--- config.mk ---
export PLATFORM = sky130hd
export DESIGN_NAME = vec_chunk_unpacker
export DESIGN_NICKNAME = d
export VERILOG_FILES = /design/src/rtl/vec_chunk_unpacker.sv
export SDC_FILE = /design/constraint.sdc
export NUM_CORES = 1
export LEC_CHECK = 0
export BUFFER_PORTS_ARGS = -buffer_cell sky130_fd_sc_hd__buf_2
export CORE_AREA = 2 2 133 200
export CTS_CLUSTER_DIAMETER = 60
export CTS_CLUSTER_SIZE = 24
export DETAILED_ROUTE_END_ITERATION = 7
export DIE_AREA = 0 0 135 202
export GPL_ROUTABILITY_DRIVEN = 0
export HOLD_SLACK_MARGIN = 0.08
export MAX_ROUTING_LAYER = met4
export PLACE_DENSITY = 0.83
export SYNTH_ARGS = -nofsm -noshare
export SYNTH_HDL_FRONTEND = slang
export SYNTH_SLANG_ARGS = --single-unit
--- constraint.sdc ---
create_clock -name clk -period 2.06 [get_ports clk]
set_clock_uncertainty 0.1 [all_clocks]
set_input_delay 0.103 -clock clk [delete_from_list [all_inputs] [get_ports clk]]
set_output_delay 0.103 -clock clk [all_outputs]
set_load 0.02 [all_outputs]
--- src/rtl/vec_chunk_unpacker.sv ---
// vec_chunk_unpacker: pops WIDTH-bit words from a first-word fall-through FIFO
// and streams them out as CHUNK_W-bit chunks, lowest chunk first, over valid/ready.
//
//   state    | meaning
//   ---------+-------------------------------------------------
//   ST_EMPTY | no word held, o_valid low, pops as soon as FIFO has data
//   ST_FULL  | word held in hold_q, chunk idx_q presented with o_valid high
module vec_chunk_unpacker #(
   parameter int WIDTH   = 248,
   parameter int CHUNK_W = 31,
   parameter int CNT_W   = 16,
   localparam int NUM_CHUNKS = WIDTH / CHUNK_W,
   localparam int IDX_W      = (NUM_CHUNKS > 1) ? $clog2(NUM_CHUNKS) : 1
) (
   input  logic               clk,
   input  logic               rst,
   input  logic [WIDTH-1:0]   i_fifo_data,
   input  logic               i_fifo_empty,
   output logic               o_fifo_read,
   input  logic               i_flush,
   output logic               o_valid,
   input  logic               i_ready,
   output logic [CHUNK_W-1:0] o_data,
   output logic [IDX_W-1:0]   o_idx,
   output logic               o_last,
   output logic [CNT_W-1:0]   o_words
);

   if (WIDTH % CHUNK_W != 0) begin : g_bad_width
      $error("vec_chunk_unpacker: WIDTH must be a multiple of CHUNK_W");
   end

   localparam logic [IDX_W-1:0] LAST_IDX = IDX_W'(NUM_CHUNKS - 1);

   typedef enum logic {ST_EMPTY, ST_FULL} state_t;

   state_t             state_q, state_d;
   logic [WIDTH-1:0]   hold_q, hold_d;
   logic [IDX_W-1:0]   idx_q, idx_d;
   logic [CNT_W-1:0]   words_q, words_d;
   logic               acc, done, pop;
   logic [CHUNK_W-1:0] data_sel;

   // valid is purely registered, so i_ready never reaches o_valid combinationally
   assign o_valid = (state_q == ST_FULL);
   assign acc     = o_valid && i_ready;
   assign done    = acc && (idx_q == LAST_IDX);
   assign pop     = !rst && !i_flush && !i_fifo_empty && ((state_q == ST_EMPTY) || done);

   assign o_fifo_read = pop;
   assign o_idx       = idx_q;
   assign o_last      = o_valid && (idx_q == LAST_IDX);
   assign o_words     = words_q;
   assign o_data      = data_sel;

   // chunk select out of the held word
   always_comb begin
      data_sel = '0;
      for (int k = 0; k < NUM_CHUNKS; k++) begin
         if (idx_q == IDX_W'(k)) begin
            data_sel = hold_q[k*CHUNK_W +: CHUNK_W];
         end
      end
   end

   // next-state: flush beats pop and accept; a pop on the last accept reloads with no bubble
   always_comb begin
      state_d = state_q;
      hold_d  = hold_q;
      idx_d   = idx_q;
      words_d = words_q;
      if (i_flush) begin
         state_d = ST_EMPTY;
         idx_d   = '0;
      end else begin
         if (done) begin
            words_d = words_q + CNT_W'(1);
         end
         if (pop) begin
            hold_d  = i_fifo_data;
            idx_d   = '0;
            state_d = ST_FULL;
         end else if (done) begin
            state_d = ST_EMPTY;
            idx_d   = '0;
         end else if (acc) begin
            idx_d = idx_q + IDX_W'(1);
         end
      end
   end

   // state register with synchronous reset
   always_ff @(posedge clk) begin
      if (rst) begin
         state_q <= ST_EMPTY;
         hold_q  <= '0;
         idx_q   <= '0;
         words_q <= '0;
      end else begin
         state_q <= state_d;
         hold_q  <= hold_d;
         idx_q   <= idx_d;
         words_q <= words_d;
      end
   end

endmodule

==> results of run 1 <==
[kinds of logic after synthesis]
logic type      Yosys count
mux                       2
flops                   268
compound gates          513
fa+ha+maj                 7
simple gates            676
xor+xnor                 10
buf+inv                 186
[repair_timing]
action / in CTS
gates resized for setup: 512
pin swaps: 234
setup endpoints to repair: 264
hold endpoints to repair: 253
hold buffers: 254
setup buffers: 43
gates cloned: 63
[layer usage]
layer	track usage (%)	overflow
met2	95.1	63
met1	82.0	3
met4	84.8	53
met5	-	-
met3	75.8	12
[through the flow]
stage	setup TNS, ns	std cells	hold WS (ns)
CTS	-108.59	2604	0.271
detailed placement	-5.02	2225	0.251
global placement	-0.368	2225	0.247
floorplan	-0.991	1662	0.111
==> metrics.txt, run 1 <==
outcome aborted with a tool error; Halt Stage 5_1_grt; Halt Reason [ERROR GRT-0232] Routing congestion too high. Check the congestion heatmap in the GUI.; post-synth top area share 43.5%; Die W approximately 140 um; net count after synthesis 1922; Seq/Total Area, Yosys 43.5%; XOR/XNOR share of the synthesized area 0.710%; CTS max path bufs 3; clock buffer count from CTS 15; Port Buffers 305; Cells after Synth 1662; Root Driver clkbuf_16; # rows 72; GRT overflow 131; Avg Synthesized Cell Area between 7 and 8 um2; Post-Place Cell Area about 0.015 mm2; area leader, netlist dfxtp_1; Worst EP Category primary output; pre-CTS setup slack -0.124 ns; commonest cells in the netlist nand2_1, a21oi_1, dfxtp_1; Post-Synth Adder-Cell Area 0.710%; die height 202 um; mux contribution to synthesized area 0.172%; CTS H-tree lvls 1; Clock Sink Count ~270; EDFF count, synth 0; largest net degree at the start of global routing 159; Post-Syn Area between 0.01 and 0.015 mm2; hpwl dp 28.5 mm; Yosys reg bits 268; ys flop type dfxtp_1; Compound-Gate Fraction of Synth Area approximately a quarter; yosys synthesis warning count 0; most numerous cell in the Yosys netlist nand2_1; Synth Area in Simple Gates 23.1%; grt repair worst endpoint o_data[3]; Ports approximately 310; GRT Util Overall 85.0%; Netlist cell types 45; Starting Density between 40% and 50%; largest family of logic cells by synthesized area compound AO/OA/AOI/OAI gates; Post-synth ARST share 0%; Synth area leaders dfxtp_1, nand2_1, a21oi_1
==> run 2, diff against run 1 <==
- CORE_AREA: 2 2 133 200 -> 2 2 179 181
- CTS_CLUSTER_DIAMETER: 60 -> not set
- CTS_CLUSTER_SIZE: 24 -> not set
- DIE_AREA: 0 0 135 202 -> 0 0 181 183
- HOLD_SLACK_MARGIN: 0.08 -> not set
- MAX_ROUTING_LAYER: met4 -> not set
- PLACE_DENSITY: 0.83 -> not set
- PLACE_DENSITY_LB_ADDON: not set -> 0.15
- clock period: 2.06 -> 2.7 ns (I/O delays scaled with it)
==> run 2 against run 1 <==
Synthesized area unchanged. Synthesized cell count stayed put. The flow now finishes, with violations (setup timing).
==> metrics.txt, run 2 <==
outcome complete, but fails checks (was aborted with a tool error); failing checks setup timing; worst relative slew slack 32.5%; CP most frequent cell ha_4; clock buffer count from CTS 30 (was 15); post-DR wirelength/cell 18.4 um; Critical Path Source Type flip-flop; ANT nets after route 0; yosys synthesis warning count 0 (unchanged); DR vias/cell roughly 5.2; final count of hold timing violations 0; First-pass DRT Iterations 6; peak supply drop 0.443 mV; largest family of logic cells by synthesized area compound AO/OA/AOI/OAI gates (unchanged); Avg Synthesized Cell Area 7.42 um2 (unchanged); Int Pwr 7.36 mW; Max Cap Viol 0; Yosys reg bits 268 (unchanged); Die W 181 um (was 135 um); Fmax achieved 0.367 GHz; Finish-stage setup viols 1; most frequent cells in the layout nand2_1, a21oi_1, buf_2; Clock Sink Count 268 (unchanged); critical path type flip-flop to primary output; Compound-Gate Fraction of Synth Area 25.0% (unchanged); Power Density 517 mW/mm2; Ports 306 (unchanged); number of DRC violations after detailed-routing iteration 0 roughly 860; final worst slack -0.0267 ns; routed vias around 14000; layout cell share with drive strength beyond 1 22.0%; max reg flops 248; hpwl dp 28.1 mm (was 28.5 mm); net count after synthesis 1922 (unchanged); commonest non-fill, non-tap cell in the layout nand2_1; n_diodes 0; worst min-delay path class input port to flip-flop; Core Area ~0.031 mm2; RSZ-0062 raised after global routing true; first-pass GRT wire length 70.3 mm; Post-Synth Adder-Cell Area 0.710% (unchanged); Worst-path clk slew around 0.060 ns; Post-Syn Area 0.0123 mm2 (unchanged); Netlist cell types 45 (unchanged); die height 183 um (was 202 um); WP data arrival 2.49 ns; Synth Area in Simple Gates 23.1% (unchanged); mux contribution to synthesized area 0.172% (unchanged); Root Driver clkbuf_16 (unchanged); CTS H-tree lvls 1 (unchanged); clock share of power 46.0%; Synth area leaders dfxtp_1, nand2_1, a21oi_1 (unchanged); GRT overflow 0; worst slew pin tran 1.01 ns; fin. max-slew vios 0; crit-path cells ha_4, ha_4, nand3b_1, buf_12, o22ai_1, a41o_1, a21oi_2, buf_4; Psw 2.22 mW; crit-path leading delay family compound AO/OA/AOI/OAI gates; vias in the first global route 13126; ys flop type dfxtp_1 (unchanged); EDFF count, synth 0 (unchanged); Setup crit end kind primary output; switching share of total power between 20% and 30%; GRT Util Overall 26.8%; CP peak stage delay 0.39 ns; CTS tree yes; Post-synth ARST share 0% (unchanged); initial antenna violation count 1; Worst-Skew Late Latency approximately 0.55 ns; Reg with most FFs hold_q; # DRC 0; nets 2414; Gate power share 10.7%; die area 0.0331 mm2; crit path buf inv count 2; commonest cells in the netlist nand2_1, a21oi_1, dfxtp_1 (unchanged); Seq/Total Area, Yosys 43.5% (unchanged); Starting Density 39.5% (was 48.2%); Sequential Power Share about 43%; # rows 65 (was 72); drt total wl 47.3 mm; Min Clock Period, post-route 2.73 ns; most numerous cell in the Yosys netlist nand2_1 (unchanged); slowest CP cell dfxtp_4; Port Buffers 305 (unchanged); CTS max path bufs 3 (unchanged); area leader, netlist dfxtp_1 (unchanged); critical path data required time approximately 2.5 ns; power consumption 9.59 mW; worst-path fanout max 15; post-synth top area share 43.5% (unchanged); largest net degree at the start of global routing 198; XOR/XNOR share of the synthesized area 0.710% (unchanged); Leakage 7.14 nW; setup_tns -0.0267 ns; Cells after Synth 1662 (unchanged); P&R area growth vs syn 50.3%; Final Cycle Share 101%
==> run 2: layout make-up <==
type,instances,area (um2)
flip-flops and latches,268,5380
multi-input cells,1208,6530
clock inverters,9,145
fillers,2871,12700
inverters,42,170
well taps,402,503
repair buffers,604,4890
clock buffers,46,932
==> run 2: worst register-to-register path, stage by stage, from the launching register on <==
cell      delay, ns
dfxtp_4        0.37
ha_4           0.18
ha_4           0.18
a21boi_1       0.21
or4_4          0.23
buf_12         0.53
nand2_1        0.40
a21oi_1        0.21
==> run 2: metrics by stage <==
step                instances  utilization (%)  setup slack (ns)  instance area [um2]  hold slack, ns
global route             2579             59.4           -0.0895                18500           0.168
floorplan                1662                -             0.107                12300           0.150
CTS                      2570             58.3           -0.0511                18200           0.143
detailed placement       2249             45.1            0.0549                14100           0.282
finish                   2579             59.4           -0.0267                18500           0.131
global placement         2249             45.1             0.192                14100           0.277
==> run 2: logic make-up after synthesis <==
| logic type | after synthesis |
|---|---|
| AOI/OAI and AO/OA | 513 |
| xor gates and xnor gates | 10 |
| adders and majority gates | 7 |
| buffers and inverters | 186 |
| DFF | 268 |
| muxes | 2 |
| and+or+nand+nor | 676 |
==> run 2: timing repair <==
| item | 4_1_cts | 5_1_grt |
|---|---|---|
| buffers inserted | 8 | 7 |
| hold endpoints to repair | 252 | 0 |
| pin swaps | 18 | 20 |
| gates resized for setup | 78 | 55 |
| hold buffers | 252 | 0 |
| endpoints found under the setup margin | 32 | 32 |
| gates cloned | 6 | 3 |
==> run 2: final timing paths <==
kind	start	endpoint	slack, ns	depth (start not counted)
worst min-delay path	rst	hold_q[213]	0.13	3
worst max register to register	o_idx[1]	hold_q[169]	0.19	7
worst max-delay path	o_idx[1]	o_data[30]	-0.03	8
worst min register to register	hold_q[151]	hold_q[151]	0.35	2
==> run 2: layer usage <==
layer	vias up	wire [um]	track usage, %	part of all wire [%]
met5	-	9	0	0.019
met4	2	1930	11.3	4.1
met3	101	2750	3.73	5.8
met2	467	23800	48.9	50
met1	6337	18900	31.6	40
li1	6623	-	-	-
==> run 2: power groups by stage <==
| stage | combinational [mW] | sequential [mW] | clock (mW) |
|---|---|---|---|
| global route | 1.11 | 4.16 | 4.64 |
| floorplan | 0.384 | 4.21 | 0 |
| detailed placement | 0.691 | 4.23 | 0 |
| CTS | 0.999 | 4.14 | 4.48 |
| global placement | 0.686 | 4.22 | 0 |
| finish | 1.03 | 4.14 | 4.41 |
(Power assumes the default switching activity.)
